## src/rtl/wb_pkg.sv

```systemverilog
// Shared types and constants for the register-file write-back queue.
// Entry layout and pointer sizing are common to the queue and its forwarding matchers.
package wb_pkg;

  localparam int WB_DEPTH      = 4;
  localparam int WB_ADDR_WIDTH = 5;
  localparam int WB_DATA_WIDTH = 32;

  typedef struct packed {
    logic [WB_ADDR_WIDTH-1:0] addr;
    logic [WB_DATA_WIDTH-1:0] data;
  } wb_entry_t;

  // A single-entry queue would still need a one-bit pointer to stay legal.
  function automatic int wb_ptr_w(input int depth);
    return (depth > 1) ? $clog2(depth) : 1;
  endfunction

endpackage

```

## src/rtl/wb_fwd_match.sv

```systemverilog
// Youngest-first match of one decode read address against the pending queue entries.
// Validity and age come from the head pointer and occupancy, so no per-entry valid bits exist.
module wb_fwd_match
  import wb_pkg::*;
#(
  parameter int DEPTH      = WB_DEPTH,
  parameter int ADDR_WIDTH = WB_ADDR_WIDTH,
  parameter int DATA_WIDTH = WB_DATA_WIDTH,
  parameter int PW         = wb_ptr_w(WB_DEPTH),
  parameter int CW         = $clog2(WB_DEPTH + 1)
) (
  input  logic [DEPTH-1:0][ADDR_WIDTH-1:0] ent_addr_i,
  input  logic [DEPTH-1:0][DATA_WIDTH-1:0] ent_data_i,
  input  logic [PW-1:0]                    rd_ptr_i,
  input  logic [CW-1:0]                    count_i,
  input  logic [ADDR_WIDTH-1:0]            rs_addr_i,
  output logic                             hit_o,
  output logic [DATA_WIDTH-1:0]            data_o
);

  logic [PW-1:0] idx;

  // Walk oldest to youngest; a later match overwrites an earlier one.
  always_comb begin
    hit_o  = 1'b0;
    data_o = '0;
    idx    = '0;
    for (int k = 0; k < DEPTH; k++) begin
      idx = rd_ptr_i + PW'(k);
      if ((CW'(k) < count_i) && (rs_addr_i != '0) && (ent_addr_i[idx] == rs_addr_i)) begin
        hit_o  = 1'b1;
        data_o = ent_data_i[idx];
      end
    end
  end

endmodule

```

## src/rtl/wb_queue.sv

```systemverilog
// In-order write-back FIFO feeding the register file's shared write port, drained only
// on cycles the pipeline leaves the port free, with decode-stage forwarding lookups.
module wb_queue
  import wb_pkg::*;
#(
  parameter int DATA_WIDTH = WB_DATA_WIDTH,
  parameter int ADDR_WIDTH = WB_ADDR_WIDTH,
  parameter int DEPTH      = WB_DEPTH
) (
  input  logic                         clk_i,
  input  logic                         rst_i,
  input  logic                         in_valid_i,
  output logic                         in_ready_o,
  input  logic [ADDR_WIDTH-1:0]        in_addr_i,
  input  logic [DATA_WIDTH-1:0]        in_data_i,
  input  logic                         drain_en_i,
  output logic                         rd_wren_o,
  output logic [ADDR_WIDTH-1:0]        rd_addr_o,
  output logic [DATA_WIDTH-1:0]        rd_data_o,
  input  logic [ADDR_WIDTH-1:0]        rs1_addr_i,
  input  logic [ADDR_WIDTH-1:0]        rs2_addr_i,
  output logic                         fwd1_hit_o,
  output logic                         fwd2_hit_o,
  output logic [DATA_WIDTH-1:0]        fwd1_data_o,
  output logic [DATA_WIDTH-1:0]        fwd2_data_o,
  output logic [$clog2(DEPTH+1)-1:0]   count_o,
  output logic                         empty_o
);

  localparam int PW    = wb_ptr_w(DEPTH);
  localparam int CW    = $clog2(DEPTH + 1);
  localparam int NPORT = 2;

  wb_entry_t       mem_q [DEPTH];
  wb_entry_t       mem_d [DEPTH];
  logic [PW-1:0]   wr_ptr_q, wr_ptr_d;
  logic [PW-1:0]   rd_ptr_q, rd_ptr_d;
  logic [CW-1:0]   count_q,  count_d;

  logic            push, keep, pop;
  wb_entry_t       head, wr_entry;

  assign empty_o    = (count_q == '0);
  assign in_ready_o = (count_q < CW'(DEPTH));
  assign count_o    = count_q;

  assign head      = mem_q[rd_ptr_q];
  assign rd_wren_o = !empty_o && drain_en_i;
  assign rd_addr_o = ADDR_WIDTH'(head.addr);
  assign rd_data_o = DATA_WIDTH'(head.data);

  assign push = in_valid_i && in_ready_o;
  // x0 results complete the handshake but never occupy a slot.
  assign keep = push && (in_addr_i != '0);
  assign pop  = rd_wren_o;

  assign wr_entry.addr = WB_ADDR_WIDTH'(in_addr_i);
  assign wr_entry.data = WB_DATA_WIDTH'(in_data_i);

  always_comb begin
    mem_d    = mem_q;
    wr_ptr_d = wr_ptr_q;
    rd_ptr_d = rd_ptr_q;
    count_d  = count_q;
    if (keep) begin
      mem_d[wr_ptr_q] = wr_entry;
      wr_ptr_d        = wr_ptr_q + PW'(1);
    end
    if (pop) begin
      rd_ptr_d = rd_ptr_q + PW'(1);
    end
    unique case ({keep, pop})
      2'b10:   count_d = count_q + CW'(1);
      2'b01:   count_d = count_q - CW'(1);
      default: count_d = count_q;
    endcase
  end

  always_ff @(posedge clk_i) begin
    if (rst_i) begin
      wr_ptr_q <= '0;
      rd_ptr_q <= '0;
      count_q  <= '0;
      for (int i = 0; i < DEPTH; i++) mem_q[i] <= '0;
    end else begin
      wr_ptr_q <= wr_ptr_d;
      rd_ptr_q <= rd_ptr_d;
      count_q  <= count_d;
      mem_q    <= mem_d;
    end
  end

  // Flattened view of storage for the matchers; the entry being pushed is not yet in mem_q.
  logic [DEPTH-1:0][ADDR_WIDTH-1:0] ent_addr;
  logic [DEPTH-1:0][DATA_WIDTH-1:0] ent_data;

  for (genvar e = 0; e < DEPTH; e++) begin : g_flat
    assign ent_addr[e] = ADDR_WIDTH'(mem_q[e].addr);
    assign ent_data[e] = DATA_WIDTH'(mem_q[e].data);
  end

  logic [NPORT-1:0][ADDR_WIDTH-1:0] rs_addr;
  logic [NPORT-1:0]                 fwd_hit;
  logic [NPORT-1:0][DATA_WIDTH-1:0] fwd_data;

  assign rs_addr = {rs2_addr_i, rs1_addr_i};

  for (genvar p = 0; p < NPORT; p++) begin : g_fwd
    wb_fwd_match #(
      .DEPTH      (DEPTH),
      .ADDR_WIDTH (ADDR_WIDTH),
      .DATA_WIDTH (DATA_WIDTH),
      .PW         (PW),
      .CW         (CW)
    ) u_match (
      .ent_addr_i (ent_addr),
      .ent_data_i (ent_data),
      .rd_ptr_i   (rd_ptr_q),
      .count_i    (count_q),
      .rs_addr_i  (rs_addr[p]),
      .hit_o      (fwd_hit[p]),
      .data_o     (fwd_data[p])
    );
  end

  assign fwd1_hit_o  = fwd_hit[0];
  assign fwd2_hit_o  = fwd_hit[1];
  assign fwd1_data_o = fwd_data[0];
  assign fwd2_data_o = fwd_data[1];

endmodule

```

## config.mk

```make
export PLATFORM = sky130hd
export DESIGN_NAME = wb_queue
export DESIGN_NICKNAME = d
export VERILOG_FILES = /design/src/rtl/wb_pkg.sv /design/src/rtl/wb_fwd_match.sv /design/src/rtl/wb_queue.sv
export SDC_FILE = /design/constraint.sdc
export NUM_CORES = 1
export LEC_CHECK = 0
export BUFFER_PORTS_ARGS = -buffer_cell sky130_fd_sc_hd__buf_2
export CAP_MARGIN = 30
export CORE_MARGIN = 2
export CORE_UTILIZATION = 25
export DETAILED_ROUTE_END_ITERATION = 8
export GPL_TIMING_DRIVEN = 0
export MAX_ROUTING_LAYER = met4
export PLACE_DENSITY_LB_ADDON = 0.1
export SLEW_MARGIN = 20
export SYNTH_ARGS = -nofsm -noshare
export SYNTH_HDL_FRONTEND = slang
export SYNTH_SLANG_ARGS = --single-unit
```

## constraint.sdc

```tcl
create_clock -name clk_i -period 3.75 [get_ports clk_i]
set_input_delay 0.75 -clock clk_i [delete_from_list [all_inputs] [get_ports clk_i]]
set_output_delay 0.75 -clock clk_i [all_outputs]
set_load 0.1 [all_outputs]
```

==> impl_metrics.json, run 1 <==
{
  "yosysWarnings": 0,
  "antenna_cells": 0,
  "max_freq_mhz": 238.7,
  "setup_viol": 66,
  "final_area_um2": 19590,
  "synth_most_common_cell": "nand2_1",
  "cp-start-kind": "flop",
  "min_period_over_period_pct": 111.7,
  "antenna_found_initial": 0,
  "synth_top_cell_by_area": "dfxtp_1",
  "clock_path_buffers": 2,
  "fin_nets": 1965,
  "synth-seq-area-share_pct": 24.42,
  "detail_route.first_pass.iterations": 5,
  "drive_above_1_share_pct": 34.31,
  "p_per_area_nw_per_um2": 488.6,
  "multiInputGateArea_um2": 11000,
  "design.core.area_um2": 50170,
  "drv_slew": 0,
  "nFillCells": 5064,
  "synthArstFlopShare_pct": 0,
  "synth.area.top_cells": "dfxtp_1 24%, mux2i_1 15%, nand2_1 13%",
  "min_from": "ent_data[67]",
  "synth_top_cells_by_count": "453 x nand2_1, 196 x mux2i_1, 190 x a21oi_1",
  "synth_nets": 1725,
  "avgRoutedWirePerCell_um": 25.09,
  "clkTransAtPathRegs_ns": 0.06,
  "track_usage_pct": 24.82,
  "grt_first_pass_wirelength_mm": 93.36,
  "cp_data_required_time_ns": 3.00,
  "fin_ws_ns": -0.4398,
  "synthDistinctLibCells": 49,
  "clock_sinks": 155,
  "dieArea_um2": 52640,
  "tightest_slew_ns": 1.043,
  "vias": 13908,
  "hold_viol": 0,
  "r2r_start": "count_o[2]",
  "failed_checks": "setup timing",
  "drt_iter0_drc": 1192,
  "final.setup_skew_ns": 0.01285,
  "top_level_ports": 160,
  "grt_pass1_vias": 13636,
  "fin_setup_tns_ns": -22.20,
  "hpwl_mm": 45.86,
  "syn_area_um2": 12700,
  "root_buffer": "clkbuf_16",
  "hold_path_end": "ent_data[67]",
  "routed_via_density": 5.370,
  "grt_start_max_net_pins": 17,
  "min_path_cells": 2,
  "rsz0062_at_grt": "true",
  "ant_nets": 0,
  "hp-class": "flop to flop",
  "r2r_setup_slack_ns": 0.58,
  "totalWireLength_mm": 64.99,
  "start_util_pct": 25.32,
  "remaining_drc_errors": 0,
  "p_leak_uw": 0.006566,
  "synthCells": 1666,
  "critPathKind": "flop to primary output",
  "h-tree-depth": 4,
  "final.min_clock_period_ns": 4.190,
  "yosys.area.top_type_share_pct": 24.42,
  "cts_tree": "yes",
  "maxCapViolations": 0,
  "area_growth_pct": 54.19,
  "relSlewSlack_pct": 30.45,
  "grt_overflow_total": 0,
  "ir_drop_uv": 363.8,
  "hold_buffers": 0,
  "gp_congestion": 0.9053,
  "fp-row-count": 82,
  "cts_made_buffers": 17,
  "cp.arrival_ns": 3.44,
  "post_dp_cell_area_um2": 15830,
  "status": "finished, violations left",
  "synth-edff-count": 0,
  "worstPathMaxFanout": 5,
  "worstSkewPairLatency_ns": 0.47,
  "power_uw": 9572,
  "end_kind": "primary output",
  "dominantRegCellSynth": "dfxtp_1",
  "ys_ff_latch": 155,
  "area.sequential_um2": 3112,
  "worstRegToRegCells": 9,
  "synth.avg_cell_area_um2": 7.626,
  "numPortBuffers": 149,
  "r2r-end": "ent_data[44]",
  "dieHeight_um": 229.4,
  "die_w_um": 229.4
}
==> per-layer routing <==
layer | track usage [%] | up-vias | part of all wire (%)
li1 | - | 6417 | -
met4 | 8.218 | 0 | 3.2
met3 | 2.963 | 100 | 5.1
met5 | - | - | 0
met1 | 32.70 | 6912 | 45
met2 | 39.38 | 479 | 46
==> area by class of cell <==
cell class                 instances  area share [%]
buffer                           155           6.272
tap                              672           4.292
inverter                           9          0.1725
sequential                       155           15.89
clock inverter                     8          0.3002
timing repair buffer             225           14.37
multi-input combinational       1343           56.16
clock buffer                      23           2.549
==> state kept, by name, summed over array words and instances (netlist names) <==
signal    cells
count_o       3
wr_ptr_q      2
ent_addr     20
ent_data    128
rd_ptr_q      2
==> layout by cell type, fill, tap and decap left out, types with 29 or more instances in the layout <==
master     count
buf_12        94
and2_1        38
o2111ai_1     30
mux2i_4       30
buf_2         77
nand2_1      451
nor2_1        40
mux2i_1      123
buf_6         30
clkbuf_1      61
mux2_2        32
buf_4         42
a31oi_4       48
o21ai_0       34
o31ai_4       29
a21oi_1      186
mux2i_2       44
dfxtp_1      152
clkbuf_2      29
==> cells by family after synthesis <==
kind of cell | synth area share (%)
AOI/OAI and AO/OA | 23.40
buffers and inverters | 6.204
DFF | 24.42
xor gates and xnor gates | 3.033
adders and majority gates | 0.7879
and+or+nand+nor | 20.40
muxes | 21.75
==> power by group <==
group	leakage [uW]	internal, uW	switching, uW
clock	0.000255	933	757
sequential	0.00126	1790	140
combinational	0.00505	1850	4110
total	0.00657	4570	5000
==> metrics by stage <==
step	utilization, %	hold WS, ns	setup slack, ns	cells
2_1_floorplan	-	0.4413	-0.2753	1666
3_3_place_gp	31.51	0.4539	-0.6484	2487
3_5_place_dp	31.54	0.4596	-0.6645	2488
4_1_cts	38.22	0.4685	-0.4273	2582
5_1_grt	39.04	0.4900	-0.4866	2590
6_report	39.04	0.4667	-0.4398	2590
==> worst max-delay path, stage by stage, from the launching register on <==
cell	delay (ns)
dfxtp_4	0.41
buf_12	0.12
buf_16	0.11
mux4_2	0.53
xor2_2	0.18
nor4_4	0.33
nand4_4	0.25
buf_6	0.22
buf_12	0.15
mux2i_2	0.16
a31oi_4	0.29
buf_12	0.22
==> repair_timing <==
item | 4_1_cts | 5_1_grt
cloned | 13 | 4
endpoints found under the setup margin | 72 | 83
buffers inserted | 51 | 10
gates resized for setup | 497 | 81
pin swaps | 49 | 26
==> worst max path at each step <==
stage / startpoint / endpoint / depth (start not counted)
5_1_grt: rd_ptr_q[1] / fwd1_data_o[28] / 12
4_1_cts: rd_ptr_q[1] / fwd1_data_o[26] / 12
3_5_place_dp: rs1_addr_i[1] / fwd1_data_o[18] / 9
3_3_place_gp: rs2_addr_i[1] / fwd2_data_o[10] / 9
6_report: rd_ptr_q[1] / fwd2_data_o[31] / 11
2_1_floorplan: rd_ptr_q[0] / fwd2_data_o[4] / 9
(Power assumes the default switching activity.)
==> run 2, diff against run 1 <==
- CORE_ASPECT_RATIO: unset -> 0.8
==> impl_metrics.json, run 2 (synthesized netlist as in run 1, its figures left out) <==
{
  "internal-power_uw": 4660,
  "max_freq_mhz": 247.6,
  "cts_tree": "yes",
  "setup_viol": 66,
  "final.min_clock_period_ns": 4.039,
  "power.share.clock_pct": 19.3,
  "fin_util_pct": 39.26,
  "hp-class": "flop to flop",
  "gp_congestion": 0.8857,
  "worstPathMaxFanout": 8,
  "antenna_cells": 0,
  "final_common_cell": "nand2_1",
  "fp-row-count": 73,
  "cp.arrival_ns": 3.29,
  "ant_nets": 0,
  "worstSkewPairLatency_ns": 0.47,
  "grt_start_max_net_pins": 17,
  "hpwl_mm": 46.37,
  "start_util_pct": 25.43,
  "grt_overflow_total": 0,
  "track_usage_pct": 25.18,
  "p_leak_uw": 0.006600,
  "area_growth_pct": 54.37,
  "avgRoutedWirePerCell_um": 25.45,
  "min_period_over_period_pct": 107.7,
  "swShare_pct": 52.36,
  "clock_path_buffers": 2,
  "status": "finished, violations left",
  "routed_via_density": 5.382,
  "numPortBuffers": 149,
  "hold_viol": 0,
  "fin_ws_ns": -0.2888,
  "multiInputGateArea_um2": 11020,
  "clock_sinks": 155,
  "drv_slew": 0,
  "relSlewSlack_pct": 31.83,
  "fin_setup_tns_ns": -14.87,
  "fin_nets": 1960,
  "combinationalPowerShare_pct": 61.0,
  "antenna_found_initial": 0,
  "end_kind": "primary output",
  "grt_first_pass_wirelength_mm": 93.90,
  "dieArea_um2": 52650,
  "vias": 13935,
  "clkTransAtPathRegs_ns": 0.07,
  "drive_above_1_share_pct": 34.74,
  "h-tree-depth": 4,
  "seq_power_share_pct": 19.7,
  "detail_route.first_pass.iterations": 6,
  "top_level_ports": 160,
  "cp-start-kind": "flop",
  "cts_made_buffers": 17,
  "grt_pass1_vias": 13522,
  "failed_checks": "setup timing",
  "cp_data_required_time_ns": 3.00,
  "nFillCells": 5053,
  "largest_reg_flops": 128,
  "design.core.area_um2": 49960,
  "tightest_slew_ns": 1.023,
  "root_buffer": "clkbuf_16",
  "area.sequential_um2": 3109,
  "drt_iter0_drc": 1311,
  "final.setup_skew_ns": 0.01012,
  "ir_drop_uv": 476.6,
  "maxCapViolations": 0,
  "final_cell_mix": "450 x nand2_1, 186 x a21oi_1, 152 x dfxtp_1",
  "die_w_um": 256.0,
  "remaining_drc_errors": 0,
  "totalWireLength_mm": 65.89,
  "p_per_area_nw_per_um2": 498.8,
  "dieHeight_um": 205.6,
  "rsz0062_at_grt": "true",
  "p_sw_uw": 5122,
  "critPathKind": "flop to primary output"
}
==> run 2: changes by cell type in the layout (fill, tap and decap cells not counted), sizes merged <==
| cell | change |
|---|---|
| clkbuf | -17 |
| buf | +11 |
| bufbuf | -4 |
| inv | +4 |
| bufinv | +2 |
| clkinv | +2 |
| clkinvlp | -2 |
==> run 2: metal layers <==
metal  track usage (%)  vias up  share of wire [%]  wire length [um]
met4             6.725        0                2.2              1417
met1             34.56     6905                 47             31240
met5                 -        -                  0                 0
met2             37.86      536                 44             28900
li1                  -     6408                  -                 -
met3             4.644       86                6.6              4326
==> run 2: worst paths after layout <==
kind / from / to / slack [ns] / depth (start not counted)
worst max-delay path: rd_ptr_q[0] / fwd1_data_o[8] / -0.29 / 11
worst min-delay path: ent_data[7] / ent_data[7] / 0.47 / 2
worst max register to register: count_o[2] / ent_data[44] / 0.61 / 9
worst min register to register: ent_data[7] / ent_data[7] / 0.47 / 2
==> run 2: worst max-delay path, cell delays in order, from the launching register on <==
cell and delay, ns:
dfxtp_2 0.36, buf_4 0.15, mux4_2 0.56, xnor2_2 0.14
o211ai_1 0.13, a211o_1 0.29, buf_12 0.17, a21boi_4 0.20
buf_12 0.18, buf_12 0.13, o31ai_4 0.27, buf_12 0.22
==> run 2: cell type report <==
cell class | count | area share, %
multi-input cells | 1343 | 56.17
clock inverters | 14 | 0.8102
inverters | 9 | 0.1722
plain buffers | 154 | 6.514
repair buffers | 221 | 13.88
flip-flops and latches | 155 | 15.85
clock buffers | 18 | 2.297
well taps | 675 | 4.306
==> run 2: through the flow <==
stage | cells | area, um2 | total power (uW) | setup slack, ns | hold WS [ns]
4_1_cts | 2564 | 18910 | 9600 | -0.3376 | 0.4703
5_1_grt | 2589 | 19610 | 10190 | -0.3765 | 0.4900
2_1_floorplan | 1666 | 14220 | 5873 | -0.2753 | 0.4413
6_report | 2589 | 19610 | 9783 | -0.2888 | 0.4712
3_3_place_gp | 2490 | 15810 | 7203 | -0.8919 | 0.4542
3_5_place_dp | 2490 | 15810 | 7227 | -0.8603 | 0.4608
==> run 2: timing repair <==
item | CTS | global route
hold buffers | 0 | 0
endpoints found under the hold margin | 0 | 0
setup buffers | 34 | 24
gates resized for setup | 491 | 95
pin swaps | 30 | 33
endpoints found under the setup margin | 70 | 68
gates cloned | 10 | 4
==> run 2: power groups by stage <==
stage	sequential [uW]	combinational, uW	clock (uW)
final	1930	5970	1890
after global routing	1950	6260	1980
after CTS	1920	5770	1910
after detailed placement	1960	5270	0
after global placement	1950	5250	0
after floorplan	2000	3870	0
==> run 3, diff against run 2 <==
--- a/config.mk
+++ b/config.mk
@@ -7,2 +7,3 @@
 export LEC_CHECK = 0
+export ABC_AREA = 1
 export BUFFER_PORTS_ARGS = -buffer_cell sky130_fd_sc_hd__buf_2
@@ -16,2 +17,3 @@
 export PLACE_DENSITY_LB_ADDON = 0.1
+export RECOVER_POWER = 50
 export SLEW_MARGIN = 20
--- a/constraint.sdc
+++ b/constraint.sdc
@@ -3,2 +3,2 @@
 set_output_delay 0.75 -clock clk_i [all_outputs]
-set_load 0.1 [all_outputs]
+set_load 0.02 [all_outputs]
==> impl_metrics.json, run 3 <==
{
  "antenna_cells": 0,
  "hp-class": "flop to flop",
  "drt_iter0_drc": 1672,
  "clock_sinks": 155,
  "r2r-end": "ent_data[46]",
  "grt_overflow_total": 0,
  "fin_setup_tns_ns": 0,
  "vias": 16132,
  "power_uw": 9716,
  "remaining_drc_errors": 0,
  "relSlewSlack_pct": 33.44,
  "p_sw_uw": 5458,
  "end_kind": "primary output",
  "r2r_setup_slack_ns": 0.84,
  "routed_via_density": 5.068,
  "synth_nets": 2360,
  "internal-power_uw": 4258,
  "maxCapViolations": 0,
  "dominantRegCellSynth": "dfxtp_1",
  "seq_power_share_pct": 19.7,
  "critPathKind": "flop to primary output",
  "h-tree-depth": 4,
  "min_period_over_period_pct": 98.00,
  "status": "finished, final reports clean",
  "synth_top_cells_by_count": "763 x nand2_1, 331 x o21ai_0, 231 x nor2_1",
  "root_buffer": "clkbuf_16",
  "min_path_cells": 2,
  "synth-edff-count": 0,
  "p_per_area_nw_per_um2": 631.8,
  "swShare_pct": 56.18,
  "post_dp_cell_area_um2": 14130,
  "final_cell_mix": "757 x nand2_1, 299 x o21ai_0, 223 x nor2_1",
  "drv_slew": 0,
  "synth_most_common_cell": "nand2_1",
  "grt_pass1_vias": 14743,
  "yosys.area.top_type_share_pct": 24.85,
  "gp_congestion": 0.9639,
  "min_from": "ent_data[120]",
  "dieArea_um2": 51770,
  "start_util_pct": 25.23,
  "top_level_ports": 160,
  "rsz0062_at_grt": "true",
  "fin_hold_ws_ns": 0.4723,
  "hpwl_mm": 50.89,
  "grt_first_pass_wirelength_mm": 98.35,
  "worstPathMaxFanout": 10,
  "drive_above_1_share_pct": 13.76,
  "ys_ff_latch": 155,
  "synth.avg_cell_area_um2": 5.427,
  "hold_viol": 0,
  "die_w_um": 253.9,
  "synthCells": 2301,
  "largest_reg_flops": 128,
  "fp-row-count": 73,
  "cp-start-kind": "flop",
  "cts_made_buffers": 17,
  "worstSkewPairLatency_ns": 0.47,
  "max_freq_mhz": 272.1,
  "antenna_found_initial": 0,
  "ant_nets": 0,
  "cp_data_required_time_ns": 3.00,
  "cp.arrival_ns": 2.92,
  "grt_start_max_net_pins": 17,
  "ir_drop_uv": 333.4,
  "tightest_slew_ns": 0.9983,
  "setup_viol": 0,
  "synth-seq-area-share_pct": 24.85,
  "p_leak_uw": 0.007047,
  "area_growth_pct": 23.13,
  "synthDistinctLibCells": 23,
  "r2r_start": "count_o[2]",
  "final_area_um2": 15380,
  "clkTransAtPathRegs_ns": 0.07,
  "dieHeight_um": 203.9,
  "combinationalPowerShare_pct": 63.1,
  "syn_area_um2": 12490,
  "totalWireLength_mm": 68.01,
  "final.min_clock_period_ns": 3.675,
  "final_common_cell": "nand2_1",
  "synth.area.top_cells": "dfxtp_1 25%, nand2_1 23%, o21ai_0 13%",
  "synth_top_cell_by_area": "dfxtp_1",
  "yosysWarnings": 0,
  "hold_path_end": "ent_data[120]",
  "track_usage_pct": 26.59,
  "cts_tree": "yes",
  "fin_nets": 2556,
  "numPortBuffers": 158,
  "detail_route.first_pass.iterations": 6,
  "design.core.area_um2": 49510,
  "clock_path_buffers": 2,
  "power.share.clock_pct": 17.2,
  "synthArstFlopShare_pct": 0,
  "avgRoutedWirePerCell_um": 21.37,
  "worstRegToRegCells": 8,
  "final.setup_skew_ns": 0.01183
}
-- run 3: changes by cell type in the layout (fill, tap and decap cells not counted), sizes merged, moves of 60 or more --
cell and change:
nand4 +60, nand2 +312, o21ai +323, nand3 +128, nor2 +193, inv +196, a31oi -62, mux2i -197
-- run 3: worst max-delay path, cell delays in order, from the launching register on --
cell     delay [ns]
dfxtp_1        0.33
buf_6          0.13
buf_8          0.16
buf_12         0.15
buf_4          0.22
buf_4          0.26
nand2_1        0.08
o21ai_0        0.18
nand2_1        0.09
o21ai_1        0.18
nor2_1         0.08
nand2_1        0.07
nand3_1        0.07
nand2_1        0.12
nand2_1        0.13
buf_4          0.19
-- run 3: timing repair --
action,CTS,global route
gates cloned,0,2
buffers inserted,13,3
endpoints found under the setup margin,68,66
gates resized for setup,90,129
pin swaps,8,13
hold buffers,0,0
-- run 3: layout make-up --
class	instances	area (um2)
Clock buffer	21	460.4
Sequential cell	155	3107
Buffer	174	1094
Tap cell	675	844.6
Multi-Input combinational cell	1764	8006
Timing Repair Buffer	177	1013
Fill cell	5705	34130
Clock inverter	9	68.82
Inverter	208	783.3
-- run 3: power groups by stage --
stage | registers, uW | clock network, uW | logic, uW
after floorplan | 1930 | 0 | 3310
after global placement | 1940 | 0 | 5530
after detailed placement | 1950 | 0 | 5540
after CTS | 1910 | 1690 | 5810
after global routing | 1930 | 1760 | 6560
final | 1920 | 1670 | 6130
-- run 3: worst max-delay path by stage --
stage,startpoint,cells after the start,end
3_3_place_gp,rs1_addr_i[4],14,fwd1_data_o[2]
6_report,rd_ptr_q[0],15,fwd1_data_o[0]
4_1_cts,rd_ptr_q[1],15,fwd1_data_o[29]
3_5_place_dp,rs1_addr_i[4],14,fwd1_data_o[2]
5_1_grt,rd_ptr_q[0],16,fwd2_data_o[6]
2_1_floorplan,rs1_addr_i[4],12,fwd1_data_o[10]
-- run 3: per-stage QoR --
stage | utilization (%) | setup WS [ns] | instances
2_1_floorplan | - | 1.044 | 2301
3_3_place_gp | 28.53 | -0.3090 | 3134
3_5_place_dp | 28.54 | -0.3063 | 3135
4_1_cts | 30.22 | 0.002403 | 3178
5_1_grt | 31.06 | -0.02550 | 3183
6_report | 31.06 | 0.07509 | 3183
-- run 3: cells by family after synthesis --
family                     share of synthesized area (%)
buffers and inverters                              12.86
DFF                                                24.85
and+or+nand+nor                                    40.24
xor gates and xnor gates                          0.4909
adders and majority gates                         0.8016
AOI/OAI and AO/OA                                  20.76
-- run 3: layer usage --
metal	wire [um]	global-route usage, %	vias to the layer above
li1	-	-	7793
met1	32530	37.64	7580
met2	29390	40.04	690
met3	4943	3.388	69
met4	1145	6.155	0
met5	0	-	-
